`src/rtl/fetch_stage_core.sv`:
```
// Per-core MIPS32 instruction fetch stage: PC register, IF/ID pipeline register,
// branch/jump redirect, decode stall and halt once the PC runs off the end of instruction memory.
module fetch_stage_core #(
    parameter logic [31:0] RESET_PC   = 32'h0000_0000,
    parameter int          IMEM_DEPTH = 64
) (
    input  logic        clk,
    input  logic        reset,
    input  logic        stall,
    input  logic        redirect,
    input  logic [31:0] redirect_pc,
    output logic [31:0] imem_addr,
    input  logic [31:0] imem_instr,
    output logic [31:0] if_id_instr,
    output logic [31:0] if_id_pc4,
    output logic        if_id_valid,
    output logic        halted,
    output logic [31:0] fetch_count
);

    localparam logic [0:0]  ST_RUN    = 1'b0;
    localparam logic [0:0]  ST_HALT   = 1'b1;
    localparam logic [31:0] DEPTH_W   = 32'(IMEM_DEPTH);
    localparam logic [31:0] PC_RESET  = {RESET_PC[31:2], 2'b00};
    localparam logic [31:0] COUNT_MAX = 32'hFFFF_FFFF;

    logic [0:0]  state_q, state_n;
    logic [31:0] pc_q, pc_n;
    logic [31:0] instr_q, instr_n;
    logic [31:0] pc4_q, pc4_n;
    logic        valid_q, valid_n;
    logic [31:0] fetch_count_q, fetch_count_n;

    logic [31:0] pc_plus4;
    logic [31:0] word_index;
    logic        at_end;
    logic [31:0] count_inc;

    assign pc_plus4   = pc_q + 32'd4;
    assign word_index = {2'b00, pc_q[31:2]};
    assign at_end     = (word_index >= DEPTH_W);
    assign count_inc  = (fetch_count_q == COUNT_MAX) ? COUNT_MAX : fetch_count_q + 32'd1;

    // Redirect overrides everything, including a halted core and a stalled decode.
    always_comb begin
        state_n       = state_q;
        pc_n          = pc_q;
        instr_n       = instr_q;
        pc4_n         = pc4_q;
        valid_n       = valid_q;
        fetch_count_n = fetch_count_q;

        if (redirect) begin
            state_n = ST_RUN;
            pc_n    = {redirect_pc[31:2], 2'b00};
            instr_n = 32'd0;
            valid_n = 1'b0;
        end else if (state_q == ST_HALT) begin
            valid_n = 1'b0;
        end else if (stall) begin
            valid_n = valid_q;
        end else if (at_end) begin
            state_n = ST_HALT;
            instr_n = 32'd0;
            valid_n = 1'b0;
        end else begin
            pc_n          = pc_plus4;
            instr_n       = imem_instr;
            pc4_n         = pc_plus4;
            valid_n       = 1'b1;
            fetch_count_n = count_inc;
        end
    end

    always_ff @(posedge clk or negedge reset) begin
        if (!reset) begin
            state_q       <= ST_RUN;
            pc_q          <= PC_RESET;
            instr_q       <= 32'd0;
            pc4_q         <= 32'd0;
            valid_q       <= 1'b0;
            fetch_count_q <= 32'd0;
        end else begin
            state_q       <= state_n;
            pc_q          <= pc_n;
            instr_q       <= instr_n;
            pc4_q         <= pc4_n;
            valid_q       <= valid_n;
            fetch_count_q <= fetch_count_n;
        end
    end

    assign imem_addr   = pc_q;
    assign if_id_instr = instr_q;
    assign if_id_pc4   = pc4_q;
    assign if_id_valid = valid_q;
    assign halted      = (state_q == ST_HALT);
    assign fetch_count = fetch_count_q;

endmodule

```
`config.mk`:
```
export PLATFORM = sky130hd
export DESIGN_NAME = fetch_stage_core
export DESIGN_NICKNAME = d
export VERILOG_FILES = /design/src/rtl/fetch_stage_core.sv
export SDC_FILE = /design/constraint.sdc
export NUM_CORES = 1
export LEC_CHECK = 0
export ABC_AREA = 1
export CORE_MARGIN = 5
export CORE_UTILIZATION = 42
export CTS_CLUSTER_DIAMETER = 120
export DETAILED_ROUTE_END_ITERATION = 7
export HOLD_SLACK_MARGIN = 0.03
export PLACE_DENSITY = 0.88
export RECOVER_POWER = 50
export SYNTH_ARGS = -nofsm -noshare
export SYNTH_HDL_FRONTEND = slang
export SYNTH_SLANG_ARGS = --single-unit
```
`constraint.sdc`:
```
create_clock -name clk -period 1.5 [get_ports clk]
set_input_delay 0.225 -clock clk [delete_from_list [all_inputs] [get_ports clk]]
set_output_delay 0.225 -clock clk [all_outputs]
set_load 0.05 [all_outputs]
```
==> impl_metrics.py, run 1 <==
metrics = {
    "outcome": {
        "status": "finished with violations",
        "violations": "negative setup slack",
    },
    "global_route": {
        "grt_max_degree": 47,
        "grt_antenna_before_repair": 0,
        "first_global_vias": 6683,
        "track_usage_pct": 23.3,
        "met1_usage_pct": 25.7,
        "overflow": 0,
        "use_met2_pct": 41.2,
        "grt_pass1_wl_mm": 32.8,
        "top_usage_layer": "met2",
        "met3_usage_pct": 8.45,
    },
    "sta": {
        "finalCriticalPeriod_ps": 1830,
        "slew_headroom_pct": 51.9,
        "max_freq_ghz": 0.546,
        "setup_ws_ps": -333,
        "final-hold-violation-count": 0,
        "finalCritPeriodShare_pct": 122,
        "clock_skew_ps": 18.9,
        "rsz0062_at_grt": "true",
        "tightest_slew_ps": 722,
        "setup_viol": 125,
        "maxSlewViolCount": 0,
    },
    "worst_setup_path": {
        "path_class": "flop to flop",
        "required_ps": 1850,
        "crit_path_end_kind": "flop",
        "arrival_ps": 2180,
        "start_kind": "flop",
        "critPathMaxFanout": 10,
    },
    "synth": {
        "synth.distinct_cells": 25,
        "ys_ff_latch": 126,
        "yosys.area.top_type": "dfrtp_1",
        "synth_most_common_cell": "nand2_1",
        "synthArstFlopShare_pct": 100,
        "synthesis.instances": 834,
        "synthTopCellsByCount": "nand2_1 (417), dfrtp_1 (126), nor2_1 (90)",
        "synth_area_leaders": "dfrtp_1 (51%), nand2_1 (25%), nor2_1 (5.4%)",
        "netlist_area_sq_mm": 0.00620,
        "synth.avg_cell_area_sq_um": 7.44,
        "synth-warning-count": 0,
        "yosysTopAreaCellShare_pct": 50.8,
        "synthFlopType": "dfrtp_1",
        "yosysSeqAreaShare_pct": 50.8,
        "synth_enable_flop_cells": 0,
    },
    "die": {
        "fp.dieH_um": 132,
        "die_x_um": 132,
        "design.portCount": 198,
        "core-area_sq_mm": 0.0145,
        "start_util_pct": 42.7,
        "row_count": 44,
        "die_area_sq_mm": 0.0173,
    },
    "placement": {
        "dp_hpwl_mm": 14.1,
        "gp_congestion": 0.902,
        "port-buffer-count": 191,
        "place_ws_ps": -185,
    },
    "power_and_ir_drop": {
        "vdd_drop_max_v": 0.000922,
        "p_per_area_mw_per_mm2": 879,
        "power_mw": 9.54,
        "leakage_nw": 5.54,
    },
    "route": {
        "wirelength_mm": 22.9,
        "drtIter0Drc": 525,
        "vias": 6843,
        "wl_per_cell_um": 17.3,
        "via_per_inst": 5.17,
        "first_pass_iters": 8,
        "drc": 0,
        "antenna_left": 0,
    },
    "clocking": {
        "clockBufferDepth": 2,
        "h-tree-depth": 4,
        "cts-buffers-inserted": 17,
        "numClockSinks": 126,
        "cts_root_buffer": "clkbuf_16",
        "cts_tree": "yes",
        "clk_latency_ps": 430,
        "clk_pin_slew_worst_paths_ps": 70,
    },
    "run": {
        "drv_cap": 0,
    },
    "finish": {
        "layout-drive-gt1-share_pct": 40.2,
        "fillers": 904,
        "fin_nets": 1197,
        "syn_to_final_growth_pct": 75.1,
        "ff_latch_area_sq_mm": 0.00322,
        "n_antenna_cell": 0,
        "multi_input_area_sq_mm": 0.00310,
    },
    "hold_path": {
        "hold_path_class": "primary input to flop",
    },
}
[what timing repair did]
| item | 4_1_cts | 5_1_grt |
|---|---|---|
| hold buffers | 1 | 0 |
| buffers inserted | 5 | 7 |
| pin swaps | 8 | 36 |
| gates cloned | 6 | 8 |
| gates resized for setup | 14 | 137 |
| endpoints found under the hold margin | 22 | 0 |
| endpoints found under the setup margin | 124 | 125 |
[registers in the layout (all words and copies together) (netlist names)]
name / count
fetch_count: 32
imem_addr: 30
halted: 1
if_id_instr: 32
if_id_pc4: 30
if_id_valid: 1
[worst max-delay path, cell delays in order (launching register included)]
cell and delay [ps]:
dfrtp_2 420, nor2_2 140, nand2_2 90, nor2_4 170, inv_2 70, nor2_4 140
nand3_4 120, inv_4 110, buf_12 150, clkbuf_16 170, nand2_1 80, nand2_1 100
[final cells by class]
cell class / instances / area share, %
tap: 184 / 2.12
clock inverter: 10 / 0.853
inverter: 62 / 2.17
clock buffer: 22 / 4.28
multi-input combinational: 618 / 28.5
sequential: 126 / 29.6
timing repair buffer: 301 / 32.4
[worst paths after layout]
check                                      from         endpoint  slack, ps  cells past startpoint
worst max-delay path              imem_addr[10]   if_id_instr[0]       -330                     11
worst min-delay path             imem_instr[25]  if_id_instr[25]        340                      3
worst max register to register    imem_addr[10]   if_id_instr[0]       -330                     11
worst min register to register  if_id_instr[26]  if_id_instr[26]        490                      2
max in group asynchronous                 reset    imem_addr[25]        200                      3
min in group asynchronous                 reset  fetch_count[15]        410                      2
[power by group]
| part | internal (mW) | switching, mW | total, mW |
|---|---|---|---|
| clock network | 2.36 | 1.58 | 3.94 |
| logic | 0.844 | 1.08 | 1.92 |
| registers | 3.54 | 0.139 | 3.68 |
[through the flow]
step	std cells	TNS [ps]	area (sq um)	utilization, %	hold slack [ps]
2_1_floorplan	837	-6270	6390	-	-70.6
3_3_place_gp	1266	-9310	9470	65.1	171
3_5_place_dp	1266	-15640	9470	65.1	174
4_1_cts	1310	-15060	10300	70.8	284
5_1_grt	1323	-35880	10900	74.7	341
6_report	1323	-26120	10900	74.7	342
[layout by cell type (no fill, tap or decap), types with 5 or more instances in the layout]
cell	netlist	final
buf_12	0	67
buf_16	0	6
buf_4	7	145
buf_6	8	9
clkbuf_16	0	23
clkdlybuf4s50_1	0	64
dfrtp_1	126	74
dfrtp_2	0	52
inv_1	60	59
nand2_1	417	334
nand2_2	2	58
nand2_4	2	29
nand3_1	40	28
nand3_2	13	23
nand4_1	7	7
nor2_1	90	82
nor2_2	4	9
nor2_4	2	5
o21ai_0	19	10
o21ai_2	0	5
or2_2	6	6
[cells by family (layout without fill, tap and decap cells)]
| kind of cell | count (synthesis) | count (layout) | share of synthesized area [%] |
|---|---|---|---|
| other | 1 | 4 | 0.0605 |
| flip-flops | 126 | 126 | 50.8 |
| buffers and inverters | 93 | 395 | 7.24 |
| AO/OA/AOI/OAI | 23 | 23 | 1.94 |
| AND/OR/NAND/NOR | 584 | 584 | 38.8 |
| XOR/XNOR | 4 | 4 | 0.565 |
| adder cells (fa/ha/maj) | 3 | 3 | 0.605 |
[metal layers]
metal / wire length (um) / vias to the layer above
met2: 11900 / 402
met3: 2190 / 77
met5: 0 / -
met1: 8090 / 3240
met4: 739 / 0
li1: - / 3124
No activity file was read; power rests on OpenSTA's default activity.
==> inputs of run 2 (changes only) <==
--- a/config.mk
+++ b/config.mk
@@ -13,6 +13,7 @@
 export HOLD_SLACK_MARGIN = 0.03
 export PLACE_DENSITY = 0.88
 export RECOVER_POWER = 50
+export SETUP_SLACK_MARGIN = 0.3
 export SYNTH_ARGS = -nofsm -noshare
 export SYNTH_HDL_FRONTEND = slang
 export SYNTH_SLANG_ARGS = --single-unit
==> run 2 against run 1 <==
Core utilization rose by 9.5 points. Largest cell class unchanged. Worst setup slack lost 67 ps. Via count increased by 12%. Clock skew is essentially flat. The run still ends with negative setup slack left. Non-clock buffer count increased by 76. Die area stayed put. Global-route usage increased by 3.9 points. Design area grew 13%. Register-to-register slack lost 70 ps. Sequential power hardly changed. Highest routed layer unchanged. Critical path type unchanged. Cell count is 5.7% higher. Total power grew 9.6%.
==> impl_metrics.py, run 2 (synthesized netlist as in run 1, its figures left out) <==
metrics = {
    "clocking": {
        "cts-buffers-inserted": 17,
        "clk_latency_ps": 440,
        "cts_root_buffer": "clkbuf_16",
        "cts_tree": "yes",
        "clockBufferDepth": 2,
        "numClockSinks": 126,
        "clk_pin_slew_worst_paths_ps": 60,
        "h-tree-depth": 4,
    },
    "sta": {
        "final-hold-violation-count": 0,
        "slew_headroom_pct": 46.8,
        "maxSlewViolCount": 0,
        "clock_skew_ps": 19.3,
        "finalCriticalPeriod_ps": 1900,
        "max_freq_ghz": 0.526,
        "final.setup.tns_ps": -41480,
        "finalCritPeriodShare_pct": 127,
        "tightest_slew_ps": 797,
        "rsz0062_at_grt": "true",
        "setup_viol": 127,
        "setup_ws_ps": -400,
    },
    "finish": {
        "fillers": 697,
        "fin_cells": 1399,
        "layout-drive-gt1-share_pct": 49.0,
        "mostFrequentLayoutCell": "nand2_1",
        "syn_to_final_growth_pct": 97.4,
        "final_area_sq_mm": 0.0122,
        "utilization_pct": 84.2,
        "fin_nets": 1273,
        "n_antenna_cell": 0,
        "layout_common_cells": "nand2_1 (294), buf_6 (128), buf_4 (88), nand2_2 (85), buf_12 (71)",
    },
    "global_route": {
        "grt_pass1_wl_mm": 37.9,
        "overflow": 0,
        "grt_max_degree": 47,
        "first_global_vias": 7280,
        "grt_antenna_before_repair": 0,
        "track_usage_pct": 27.2,
    },
    "route": {
        "vias": 7689,
        "via_per_inst": 5.50,
        "wirelength_mm": 29.6,
        "drc": 0,
        "antenna_left": 0,
        "wl_per_cell_um": 21.2,
        "first_pass_iters": 8,
        "drtIter0Drc": 776,
    },
    "die": {
        "row_count": 44,
        "fp.dieH_um": 132,
        "die_x_um": 132,
        "design.portCount": 198,
        "start_util_pct": 42.7,
        "die_area_sq_mm": 0.0173,
        "core-area_sq_mm": 0.0145,
    },
    "worst_setup_path": {
        "crit_path_end_kind": "flop",
        "arrival_ps": 2260,
        "path_class": "flop to flop",
        "critPathMaxFanout": 6,
        "start_kind": "flop",
        "required_ps": 1860,
    },
    "placement": {
        "placedCellCount": 1269,
        "placed_area_sq_mm": 0.00950,
        "port-buffer-count": 191,
        "gp_congestion": 0.934,
        "dp_hpwl_mm": 14.4,
    },
    "power_and_ir_drop": {
        "p_per_area_mw_per_mm2": 854,
        "leakage_nw": 6.28,
        "vdd_drop_max_v": 0.000819,
        "power_mw": 10.5,
    },
    "outcome": {
        "violations": "negative setup slack",
        "status": "finished with violations",
    },
    "hold_path": {
        "hold_path_class": "primary input to flop",
    },
    "run": {
        "drv_cap": 0,
    },
}
run 2: cell types whose count changed in the layout (fill, tap and decap cells not counted), moves of 5 or more:
| cell | before | now |
|---|---|---|
| nand2_4 | 29 | 42 |
| nor2_1 | 82 | 67 |
| dfrtp_1 | 74 | 66 |
| o21ai_2 | 5 | 0 |
| nand2_1 | 334 | 294 |
| o21ai_0 | 10 | 15 |
| nor2_2 | 9 | 22 |
| dfrtp_2 | 52 | 60 |
| buf_8 | 1 | 10 |
| buf_4 | 145 | 88 |
| buf_6 | 9 | 128 |
| nand2_2 | 58 | 85 |
run 2: through the flow:
stage               setup slack (ps)  hold WS, ps
floorplan                       -115        -70.6
global placement                -130          194
detailed placement              -209          193
CTS                             -162          295
global route                    -408          371
finish                          -400          346
run 2: routing by layer:
layer,global-route usage [%],share of wire (%),up-vias
li1,-,-,3283
met2,47.8,51,591
met1,28.7,32,3642
met5,0,0,-
met4,13.4,6.4,0
met3,9.82,10,173
run 2: worst max-delay path, cell delays in order, from the launching register on:
cell	delay, ps
dfrtp_2	430
nor2_1	150
nand2_1	110
nor2_2	190
nand2_2	110
nor2_4	130
nand3_4	140
inv_8	110
buf_6	140
buf_12	160
nand2_4	50
nand2_2	90
run 2: power breakdown:
group / switching [mW] / leakage, nW / internal [mW]
clock network: 1.72 / 0.292 / 2.64
logic: 1.28 / 4.49 / 1.11
registers: 0.162 / 1.49 / 3.54
run 2: path summary, 6_finish.rpt:
check | startpoint | slack, ps | cells after the start | to
max | imem_addr[27] | -400 | 11 | if_id_instr[26]
min | imem_instr[18] | 350 | 3 | if_id_instr[18]
max reg2reg | imem_addr[27] | -400 | 11 | if_id_instr[26]
min reg2reg | if_id_pc4[20] | 510 | 2 | if_id_pc4[20]
max in group asynchronous | reset | 200 | 3 | fetch_count[6]
min in group asynchronous | reset | 430 | 2 | fetch_count[28]
run 2: what timing repair did:
action / CTS / global route
endpoints found under the hold margin: 23 / 0
pin swaps: 13 / 44
gates cloned: 7 / 9
gates resized for setup: 136 / 228
setup endpoints to repair: 252 / 252
buffers inserted: 36 / 45
hold buffers: 1 / 0
run 2: area by class of cell:
class | instances | area [sq um] | share of cell area [%]
Tap cell | 184 | 230 | 1.88
Timing Repair Buffer | 377 | 4630 | 37.8
Clock inverter | 15 | 190 | 1.55
Multi-Input combinational cell | 618 | 3300 | 26.9
Inverter | 62 | 240 | 1.96
Clock buffer | 17 | 425 | 3.47
Sequential cell | 126 | 3230 | 26.4
